**config.mk**
```make
export PLATFORM = sky130hd
export DESIGN_NAME = uart_rx_frame_check_flat
export DESIGN_NICKNAME = d
export VERILOG_FILES = /design/src/rtl/uart_rx_pkg.sv /design/src/rtl/uart_rx_frame_check_if.sv /design/src/rtl/uart_sat_counter.sv /design/src/rtl/uart_rx_frame_check.sv /design/src/flat_wrapper.sv
export SDC_FILE = /design/constraint.sdc
export NUM_CORES = 1
export LEC_CHECK = 0
export ABC_CLOCK_PERIOD_IN_PS = 3700
export CAP_MARGIN = 20
export CORE_MARGIN = 5
export CORE_UTILIZATION = 55
export CTS_CLUSTER_DIAMETER = 30
export DETAILED_ROUTE_END_ITERATION = 8
export PLACE_DENSITY = 0.94
export SETUP_SLACK_MARGIN = 0.15
export SLEW_MARGIN = 20
export SYNTH_ARGS = -nofsm -noshare
export SYNTH_HDL_FRONTEND = slang
export SYNTH_SLANG_ARGS = --single-unit
```
**constraint.sdc**
```tcl
create_clock -name clk -period 3.7 [get_ports clk]
set_input_delay 0.925 -clock clk [delete_from_list [all_inputs] [get_ports clk]]
set_output_delay 0.925 -clock clk [all_outputs]
set_load 0.02 [all_outputs]
```
**src/rtl/uart_rx_pkg.sv**
```systemverilog
// uart_rx_pkg: shared encodings for the UART RX frame checker.
// This file holds the parity modes, FSM states, data length bounds and the frame configuration latch.
package uart_rx_pkg;

    localparam logic [2:0] PAR_NONE  = 3'd0;
    localparam logic [2:0] PAR_EVEN  = 3'd1;
    localparam logic [2:0] PAR_ODD   = 3'd2;
    localparam logic [2:0] PAR_MARK  = 3'd3;
    localparam logic [2:0] PAR_SPACE = 3'd4;

    localparam logic [2:0] ST_IDLE   = 3'd0;
    localparam logic [2:0] ST_DATA   = 3'd1;
    localparam logic [2:0] ST_PARITY = 3'd2;
    localparam logic [2:0] ST_STOP   = 3'd3;
    localparam logic [2:0] ST_DONE   = 3'd4;

    localparam logic [3:0] DATA_LEN_MIN = 4'd5;
    localparam logic [3:0] DATA_LEN_MAX = 4'd9;

    typedef struct packed {
        logic [3:0] len;
        logic [2:0] par;
        logic       stop2;
    } rx_cfg_t;

    // An illegal length falls back to the widest word, and an unknown parity mode falls back to none.
    function automatic rx_cfg_t latch_cfg(logic [3:0] len, logic [2:0] par, logic stop2,
                                          logic [3:0] max_len);
        rx_cfg_t c;
        c.len   = (len < DATA_LEN_MIN || len > max_len) ? max_len : len;
        c.par   = (par > PAR_SPACE) ? PAR_NONE : par;
        c.stop2 = stop2;
        return c;
    endfunction

endpackage

```
**src/rtl/uart_rx_frame_check_if.sv**
```systemverilog
// uart_rx_frame_check_if: bundle between the RX sampler and the frame checker.
// The brk_det signal exists only when UART_RX_BREAK_DETECT_EN is defined.
interface uart_rx_frame_check_if #(
    parameter int DATA_WIDTH     = 8,
    parameter int PRESCALE_WIDTH = 6,
    parameter int ERR_CNT_WIDTH  = 8
);
    logic                      frame_start;
    logic                      sampled_bit;
    logic [PRESCALE_WIDTH-1:0] edge_cnt;
    logic [PRESCALE_WIDTH-1:0] prescale;
    logic [3:0]                data_len;
    logic [2:0]                par_mode;
    logic                      stop_bits;
    logic                      err_clr;
    logic [DATA_WIDTH-1:0]     p_data;
    logic                      frame_done;
    logic                      par_err;
    logic                      stp_err;
    logic                      busy;
    logic [ERR_CNT_WIDTH-1:0]  par_err_cnt;
    logic [ERR_CNT_WIDTH-1:0]  stp_err_cnt;
`ifdef UART_RX_BREAK_DETECT_EN
    logic                      brk_det;
`endif

    modport master (
        output frame_start, sampled_bit, edge_cnt, prescale, data_len, par_mode, stop_bits, err_clr,
`ifdef UART_RX_BREAK_DETECT_EN
        input  brk_det,
`endif
        input  p_data, frame_done, par_err, stp_err, busy, par_err_cnt, stp_err_cnt
    );

    modport slave (
        input  frame_start, sampled_bit, edge_cnt, prescale, data_len, par_mode, stop_bits, err_clr,
`ifdef UART_RX_BREAK_DETECT_EN
        output brk_det,
`endif
        output p_data, frame_done, par_err, stp_err, busy, par_err_cnt, stp_err_cnt
    );

endinterface

```
**src/rtl/uart_sat_counter.sv**
```systemverilog
// uart_sat_counter: saturating event counter, where a clear takes priority over an increment.
module uart_sat_counter #(
    parameter int WIDTH = 8
) (
    input  logic             clk,
    input  logic             reset_n,
    input  logic             clr_i,
    input  logic             inc_i,
    output logic [WIDTH-1:0] cnt_o
);

    logic [WIDTH-1:0] cnt_q;

    always_ff @(posedge clk or negedge reset_n) begin
        if (!reset_n)
            cnt_q <= '0;
        else if (clr_i)
            cnt_q <= '0;
        else if (inc_i && cnt_q != '1)
            cnt_q <= cnt_q + WIDTH'(1);
    end

    assign cnt_o = cnt_q;

endmodule

```
**src/rtl/uart_rx_frame_check.sv**
```systemverilog
// uart_rx_frame_check: receives the data, parity and stop bits of a frame and reports errors and statistics.
// Defining UART_RX_BREAK_DETECT_EN adds brk_det, which reports all-zero frames as a break instead of as errors.
module uart_rx_frame_check
    import uart_rx_pkg::*;
#(
    parameter int DATA_WIDTH     = 8,
    parameter int PRESCALE_WIDTH = 6,
    parameter int ERR_CNT_WIDTH  = 8
) (
    input logic                 clk,
    input logic                 reset_n,
    uart_rx_frame_check_if.slave bus
);

    localparam int LEN_MAX = (DATA_WIDTH < int'(DATA_LEN_MAX)) ? DATA_WIDTH : int'(DATA_LEN_MAX);

    logic [2:0]            state_q, state_d;
    rx_cfg_t               cfg_q;
    logic [3:0]            idx_q;
    logic [DATA_WIDTH-1:0] p_data_q;
    logic                  par_acc_q, par_bad_q, stp_bad_q, stop_idx_q;
    logic                  par_err_q, stp_err_q;
    logic                  strobe, last_data, last_stop, stop_end, par_bit_bad, stp_bad, done, brk;

    assign strobe    = (state_q == ST_DATA || state_q == ST_PARITY || state_q == ST_STOP) &&
                       bus.edge_cnt == bus.prescale - PRESCALE_WIDTH'(1);
    assign last_data = idx_q == cfg_q.len - 4'd1;
    assign last_stop = stop_idx_q == cfg_q.stop2;
    assign stop_end  = strobe && state_q == ST_STOP && last_stop;
    assign stp_bad   = stp_bad_q | ~bus.sampled_bit;
    assign done      = state_q == ST_DONE;

    always_comb begin
        par_bit_bad = (cfg_q.par == PAR_EVEN)  ? (par_acc_q ^ bus.sampled_bit) :
                      (cfg_q.par == PAR_ODD)   ? ~(par_acc_q ^ bus.sampled_bit) :
                      (cfg_q.par == PAR_MARK)  ? ~bus.sampled_bit :
                      (cfg_q.par == PAR_SPACE) ? bus.sampled_bit : 1'b0;
    end

    // A new frame_start takes priority in every state, which is how an in-flight frame is aborted.
    always_comb begin
        state_d = state_q;
        if (bus.frame_start)
            state_d = ST_DATA;
        else if (done)
            state_d = ST_IDLE;
        else if (strobe)
            state_d = (state_q == ST_DATA)   ? (!last_data ? ST_DATA :
                                                (cfg_q.par != PAR_NONE) ? ST_PARITY : ST_STOP) :
                      (state_q == ST_PARITY) ? ST_STOP :
                      last_stop              ? ST_DONE : ST_STOP;
    end

    always_ff @(posedge clk or negedge reset_n) begin
        if (!reset_n) begin
            state_q    <= ST_IDLE;
            cfg_q      <= '0;
            idx_q      <= '0;
            p_data_q   <= '0;
            par_acc_q  <= 1'b0;
            par_bad_q  <= 1'b0;
            stp_bad_q  <= 1'b0;
            stop_idx_q <= 1'b0;
            par_err_q  <= 1'b0;
            stp_err_q  <= 1'b0;
        end else begin
            state_q <= state_d;
            if (bus.frame_start) begin
                cfg_q      <= latch_cfg(bus.data_len, bus.par_mode, bus.stop_bits, 4'(LEN_MAX));
                idx_q      <= '0;
                p_data_q   <= '0;
                par_acc_q  <= 1'b0;
                par_bad_q  <= 1'b0;
                stp_bad_q  <= 1'b0;
                stop_idx_q <= 1'b0;
                par_err_q  <= 1'b0;
                stp_err_q  <= 1'b0;
            end else if (strobe) begin
                if (state_q == ST_DATA) begin
                    p_data_q  <= p_data_q | (DATA_WIDTH'(bus.sampled_bit) << idx_q);
                    idx_q     <= idx_q + 4'd1;
                    par_acc_q <= par_acc_q ^ bus.sampled_bit;
                end
                if (state_q == ST_PARITY)
                    par_bad_q <= par_bit_bad;
                if (state_q == ST_STOP) begin
                    stop_idx_q <= 1'b1;
                    stp_bad_q  <= stp_bad;
                end
                // Error flags become visible in DONE, so they are loaded together with the last stop strobe.
                if (stop_end) begin
                    par_err_q <= par_bad_q & ~brk;
                    stp_err_q <= stp_bad & ~brk;
                end
            end
        end
    end

`ifdef UART_RX_BREAK_DETECT_EN
    logic zero_q, brk_q;

    assign brk = zero_q & ~bus.sampled_bit;

    always_ff @(posedge clk or negedge reset_n) begin
        if (!reset_n) begin
            zero_q <= 1'b0;
            brk_q  <= 1'b0;
        end else if (bus.frame_start) begin
            zero_q <= 1'b1;
            brk_q  <= 1'b0;
        end else if (strobe) begin
            zero_q <= zero_q & ~bus.sampled_bit;
            if (stop_end)
                brk_q <= brk;
        end
    end

    assign bus.brk_det = done & brk_q;
`else
    assign brk = 1'b0;
`endif

    assign bus.p_data     = p_data_q;
    assign bus.frame_done = done;
    assign bus.par_err    = par_err_q;
    assign bus.stp_err    = stp_err_q;
    assign bus.busy       = state_q != ST_IDLE && !done;

    uart_sat_counter #(.WIDTH(ERR_CNT_WIDTH)) u_par_cnt (
        .clk     (clk),
        .reset_n (reset_n),
        .clr_i   (bus.err_clr),
        .inc_i   (done & par_err_q),
        .cnt_o   (bus.par_err_cnt)
    );

    uart_sat_counter #(.WIDTH(ERR_CNT_WIDTH)) u_stp_cnt (
        .clk     (clk),
        .reset_n (reset_n),
        .clr_i   (bus.err_clr),
        .inc_i   (done & stp_err_q),
        .cnt_o   (bus.stp_err_cnt)
    );

endmodule
```
**src/flat_wrapper.sv**
```systemverilog
// flat-port wrapper written by rule: the top's interface ports become plain ports
module uart_rx_frame_check_flat import uart_rx_pkg::*;
#(
    parameter int DATA_WIDTH     = 8,
    parameter int PRESCALE_WIDTH = 6,
    parameter int ERR_CNT_WIDTH  = 8
)
  (clk, reset_n, bus_frame_start, bus_sampled_bit, bus_edge_cnt, bus_prescale, bus_data_len, bus_par_mode, bus_stop_bits, bus_err_clr, bus_p_data, bus_frame_done, bus_par_err, bus_stp_err, bus_busy, bus_par_err_cnt, bus_stp_err_cnt);
  uart_rx_frame_check_if #(.DATA_WIDTH(DATA_WIDTH), .PRESCALE_WIDTH(PRESCALE_WIDTH), .ERR_CNT_WIDTH(ERR_CNT_WIDTH)) bus_i ();
  input logic clk;
  input logic reset_n;
  input wire logic [$bits(bus_i.frame_start)-1:0] bus_frame_start;
  input wire logic [$bits(bus_i.sampled_bit)-1:0] bus_sampled_bit;
  input wire logic [$bits(bus_i.edge_cnt)-1:0] bus_edge_cnt;
  input wire logic [$bits(bus_i.prescale)-1:0] bus_prescale;
  input wire logic [$bits(bus_i.data_len)-1:0] bus_data_len;
  input wire logic [$bits(bus_i.par_mode)-1:0] bus_par_mode;
  input wire logic [$bits(bus_i.stop_bits)-1:0] bus_stop_bits;
  input wire logic [$bits(bus_i.err_clr)-1:0] bus_err_clr;
  output wire logic [$bits(bus_i.p_data)-1:0] bus_p_data;
  output wire logic [$bits(bus_i.frame_done)-1:0] bus_frame_done;
  output wire logic [$bits(bus_i.par_err)-1:0] bus_par_err;
  output wire logic [$bits(bus_i.stp_err)-1:0] bus_stp_err;
  output wire logic [$bits(bus_i.busy)-1:0] bus_busy;
  output wire logic [$bits(bus_i.par_err_cnt)-1:0] bus_par_err_cnt;
  output wire logic [$bits(bus_i.stp_err_cnt)-1:0] bus_stp_err_cnt;
  assign bus_i.frame_start = bus_frame_start;
  assign bus_i.sampled_bit = bus_sampled_bit;
  assign bus_i.edge_cnt = bus_edge_cnt;
  assign bus_i.prescale = bus_prescale;
  assign bus_i.data_len = bus_data_len;
  assign bus_i.par_mode = bus_par_mode;
  assign bus_i.stop_bits = bus_stop_bits;
  assign bus_i.err_clr = bus_err_clr;
  assign bus_p_data = bus_i.p_data;
  assign bus_frame_done = bus_i.frame_done;
  assign bus_par_err = bus_i.par_err;
  assign bus_stp_err = bus_i.stp_err;
  assign bus_busy = bus_i.busy;
  assign bus_par_err_cnt = bus_i.par_err_cnt;
  assign bus_stp_err_cnt = bus_i.stp_err_cnt;
  uart_rx_frame_check #(.DATA_WIDTH(DATA_WIDTH), .PRESCALE_WIDTH(PRESCALE_WIDTH), .ERR_CNT_WIDTH(ERR_CNT_WIDTH)) u_core (.clk(clk), .reset_n(reset_n), .bus(bus_i));
endmodule
```
==> results.py, run 1 <==
metrics = {
    "status": {
        "status": "complete, no violations",
    },
    "detailed_routing": {
        "drtPass1Iterations": 4,
        "antenna_left": 0,
        "drtIter0Drc": 76,
        "vias": 2214,
        "wl_microns": 5470,
        "wire_per_inst_microns": 14.6,
        "avgViaCountPerCell": 5.92,
        "drc_errors": 0,
    },
    "cts": {
        "cts_buffer_depth": 2,
        "h-tree-depth": 2,
        "cts_setup_buffers": 0,
        "clock_latency_ps": 300,
        "cts-resized-gates": 0,
        "cts_buffers": 5,
        "root_buffer": "clkbuf_8",
        "cts.sinks": 45,
        "tritoncts": "built",
        "path_clk_slew_ps": 80,
        "hold_buffers": 0,
    },
    "critical_path": {
        "path_cells": "clkdlybuf4s50_1 -> inv_1 -> ha_1 -> xnor2_1 -> nor4b_1 -> nand4_1 -> nor3_1 -> mux2_2",
        "r2r-end": "u_core.idx_q[3]",
        "crit_type": "input port to flop",
        "slowest_stage": "clkdlybuf4s50_1",
        "cp_num_buf_inv": 2,
        "crit_arrival_ps": 3400,
        "start_kind": "input port",
        "rr_worst_depth": 5,
        "crit_fanout": 8,
        "setup.worst_path.end_class": "flop",
        "slowest_delay_ps": 550,
        "rrSetupSlack_ps": 1400,
        "regToRegStartpoint": "u_core.state_q[2]",
        "crit_family": "simple AND/OR/NAND/NOR gates",
        "crit_required_ps": 3890,
    },
    "global_route": {
        "grt_pass1_wl_microns": 9440,
        "grt_usage": 0.185,
        "overflow": 0,
        "grt_pass1_vias": 2139,
        "grt_max_degree": 46,
        "antenna_found_initial": 0,
    },
    "placed_design": {
        "dp_hpwl_microns": 4040,
        "dp.cells": 366,
        "io_buffers": 52,
        "gp_congestion": 0.836,
    },
    "worst_hold_path": {
        "hold_path_depth": 2,
        "hold_path.class": "flop to flop",
        "hold_end": "u_core.bus.p_data[6]",
        "hold_start": "u_core.bus.p_data[6]",
    },
    "logic_synthesis": {
        "ys.flop_type": "dfrtp_1",
        "synthesis.area_sq_mm": 0.00255,
        "synth-seq-area-share": 0.442,
        "synth_most_common_cell": "dfrtp_1",
        "synth-seq-cells": 45,
        "synth_top_area_share": 0.442,
        "synth_area_leaders": "dfrtp_1, nor2_1, xor2_1, xnor2_1, a31oi_1",
        "yosys.cell_types.count": 58,
        "synth_warnings": 0,
        "yosysTopAreaCell": "dfrtp_1",
        "syn_area_per_cell_sq_um": 9.34,
        "netlist_top_cells_count": "dfrtp_1, nor2_1, nand2_1",
        "synth_edf_count": 0,
        "syn_nets": 303,
        "synthArstFlopShare": 1.00,
        "synth_cells": 273,
    },
    "sta": {
        "setup_viol": 0,
        "finalSetupTns_ps": 0,
        "rsz0062_at_grt": "no",
        "skew_ps": 2.32,
        "fin_crit_ps": 3210,
        "max_freq_ghz": 0.311,
        "fin_crit_sh": 0.868,
        "slew_headroom": 0.333,
        "worst_slew_pin_slew_ps": 997,
        "hold_viol": 0,
        "slew_violations": 0,
    },
    "pwr": {
        "power_uw": 930,
        "p_leak_uw": 0.00131,
        "ir_worst_vdd_mv": 0.222,
        "p_per_area_mw_per_mm2": 294,
    },
    "die": {
        "die_h_microns": 78.1,
        "fp-row-count": 24,
        "io_pins": 53,
        "die_area_sq_mm": 0.00610,
        "core_area_sq_mm": 0.00441,
        "die_width_microns": 78.1,
        "initial_utilization": 0.577,
    },
    "final_layout": {
        "fillers": 342,
        "seq_area_sq_mm": 0.00113,
        "n_antenna_cell": 0,
        "syn_to_final_growth_pct": 24.2,
        "fin_cells": 374,
        "drive_gt1_frac": 0.0652,
        "multiInputGateArea_sq_mm": 0.00131,
        "finalNetCount": 351,
    },
    "flow_run": {
        "drv_cap": 0,
    },
}
-- tightest hold or removal path, cell delays in order, from the launching register on --
cell and delay, ps:
dfrtp_1 350, a31oi_1 40, nor2_1 80
-- sequential cells by signal, summed over array words and instances, names as in the netlist, 3 cells and up --
name	flops
u_core.u_stp_cnt.cnt_o	8
u_core.bus.p_data	8
u_core.idx_q	4
u_core.u_par_cnt.cnt_o	8
u_core.cfg_q	8
u_core.state_q	3
-- through the flow --
stage | worst slack (ps) | hold slack [ps] | util | instance area [sq um]
after floorplan | 1090 | 466 | - | 2550
after global placement | 399 | 484 | 0.698 | 3080
after detailed placement | 280 | 491 | 0.698 | 3080
after CTS | 551 | 509 | 0.716 | 3160
after global routing | 279 | 541 | 0.717 | 3160
final | 489 | 507 | 0.717 | 3160
-- area by class of cell --
type                    count  share of cell area
clock inverters             2             0.00316
flip-flops and latches     45               0.356
inverters                  13              0.0154
repair buffers             54               0.168
multi-input cells         202               0.414
clock buffers               6              0.0229
well taps                  52              0.0206
-- kinds of logic after synthesis --
family | Yosys count | share of synthesized area
compound gates | 56 | 0.153
xor+xnor | 25 | 0.0859
fa+ha+maj | 5 | 0.0245
buf+inv | 26 | 0.0447
flops | 45 | 0.442
mux | 5 | 0.0206
simple gates | 111 | 0.229
-- worst max-delay path by stage --
stage,slack [ps],depth (start not counted),start,to
after floorplan,1090,7,bus_prescale[0],u_core.idx_q[3]
final,490,8,bus_prescale[0],u_core.idx_q[3]
after CTS,550,8,bus_prescale[0],u_core.idx_q[3]
after global placement,400,8,bus_prescale[0],u_core.idx_q[3]
after detailed placement,280,8,bus_prescale[0],u_core.idx_q[2]
after global routing,280,8,bus_prescale[0],u_core.idx_q[3]
-- routing by layer --
metal  track usage  wire length (microns)  vias to the layer above  part of all wire
li1              -                      -                     1077                 -
met1         0.209                   2280                     1084              0.42
met2         0.346                   2850                       47              0.52
met3        0.0423                    295                        6             0.054
met4        0.0490                     50                        0            0.0091
met5             0                      0                        -                 0
-- placed cells by master (no fill, tap or decap), drive strengths merged, types with 2 or more instances in the layout --
cell	count
clkdlybuf4s50	51
dfrtp	45
nor2	35
nand2	16
a31oi	15
xor2	14
inv	13
xnor2	11
nor3	10
a21oi	9
nand4	9
o21ai	8
nand3	7
clkbuf	6
nand2b	5
nor2b	5
or3	5
ha	5
o31ai	3
mux2i	3
buf	3
and3	3
or4	3
nor3b	2
nand3b	2
o22ai	2
and2	2
o211a	2
a41oi	2
mux2	2
clkinv	2
and4	2
a311oi	2
-- power breakdown --
part	leakage [uW]	switching [uW]	internal (uW)	total [uW]
sequential	0.000613	7.23	499	506
combinational	0.000648	73.9	58.3	132
clock	0.0000450	161	131	292
total	0.00131	242	688	930
Note: power is estimated with default switching activity, not from simulation.
==> run 2: changes to the inputs <==
Settings changed: CAP_MARGIN 20 to default.
==> results of run 2 <==
No change in the layout: final DEF, timing and power equal those of run 1.
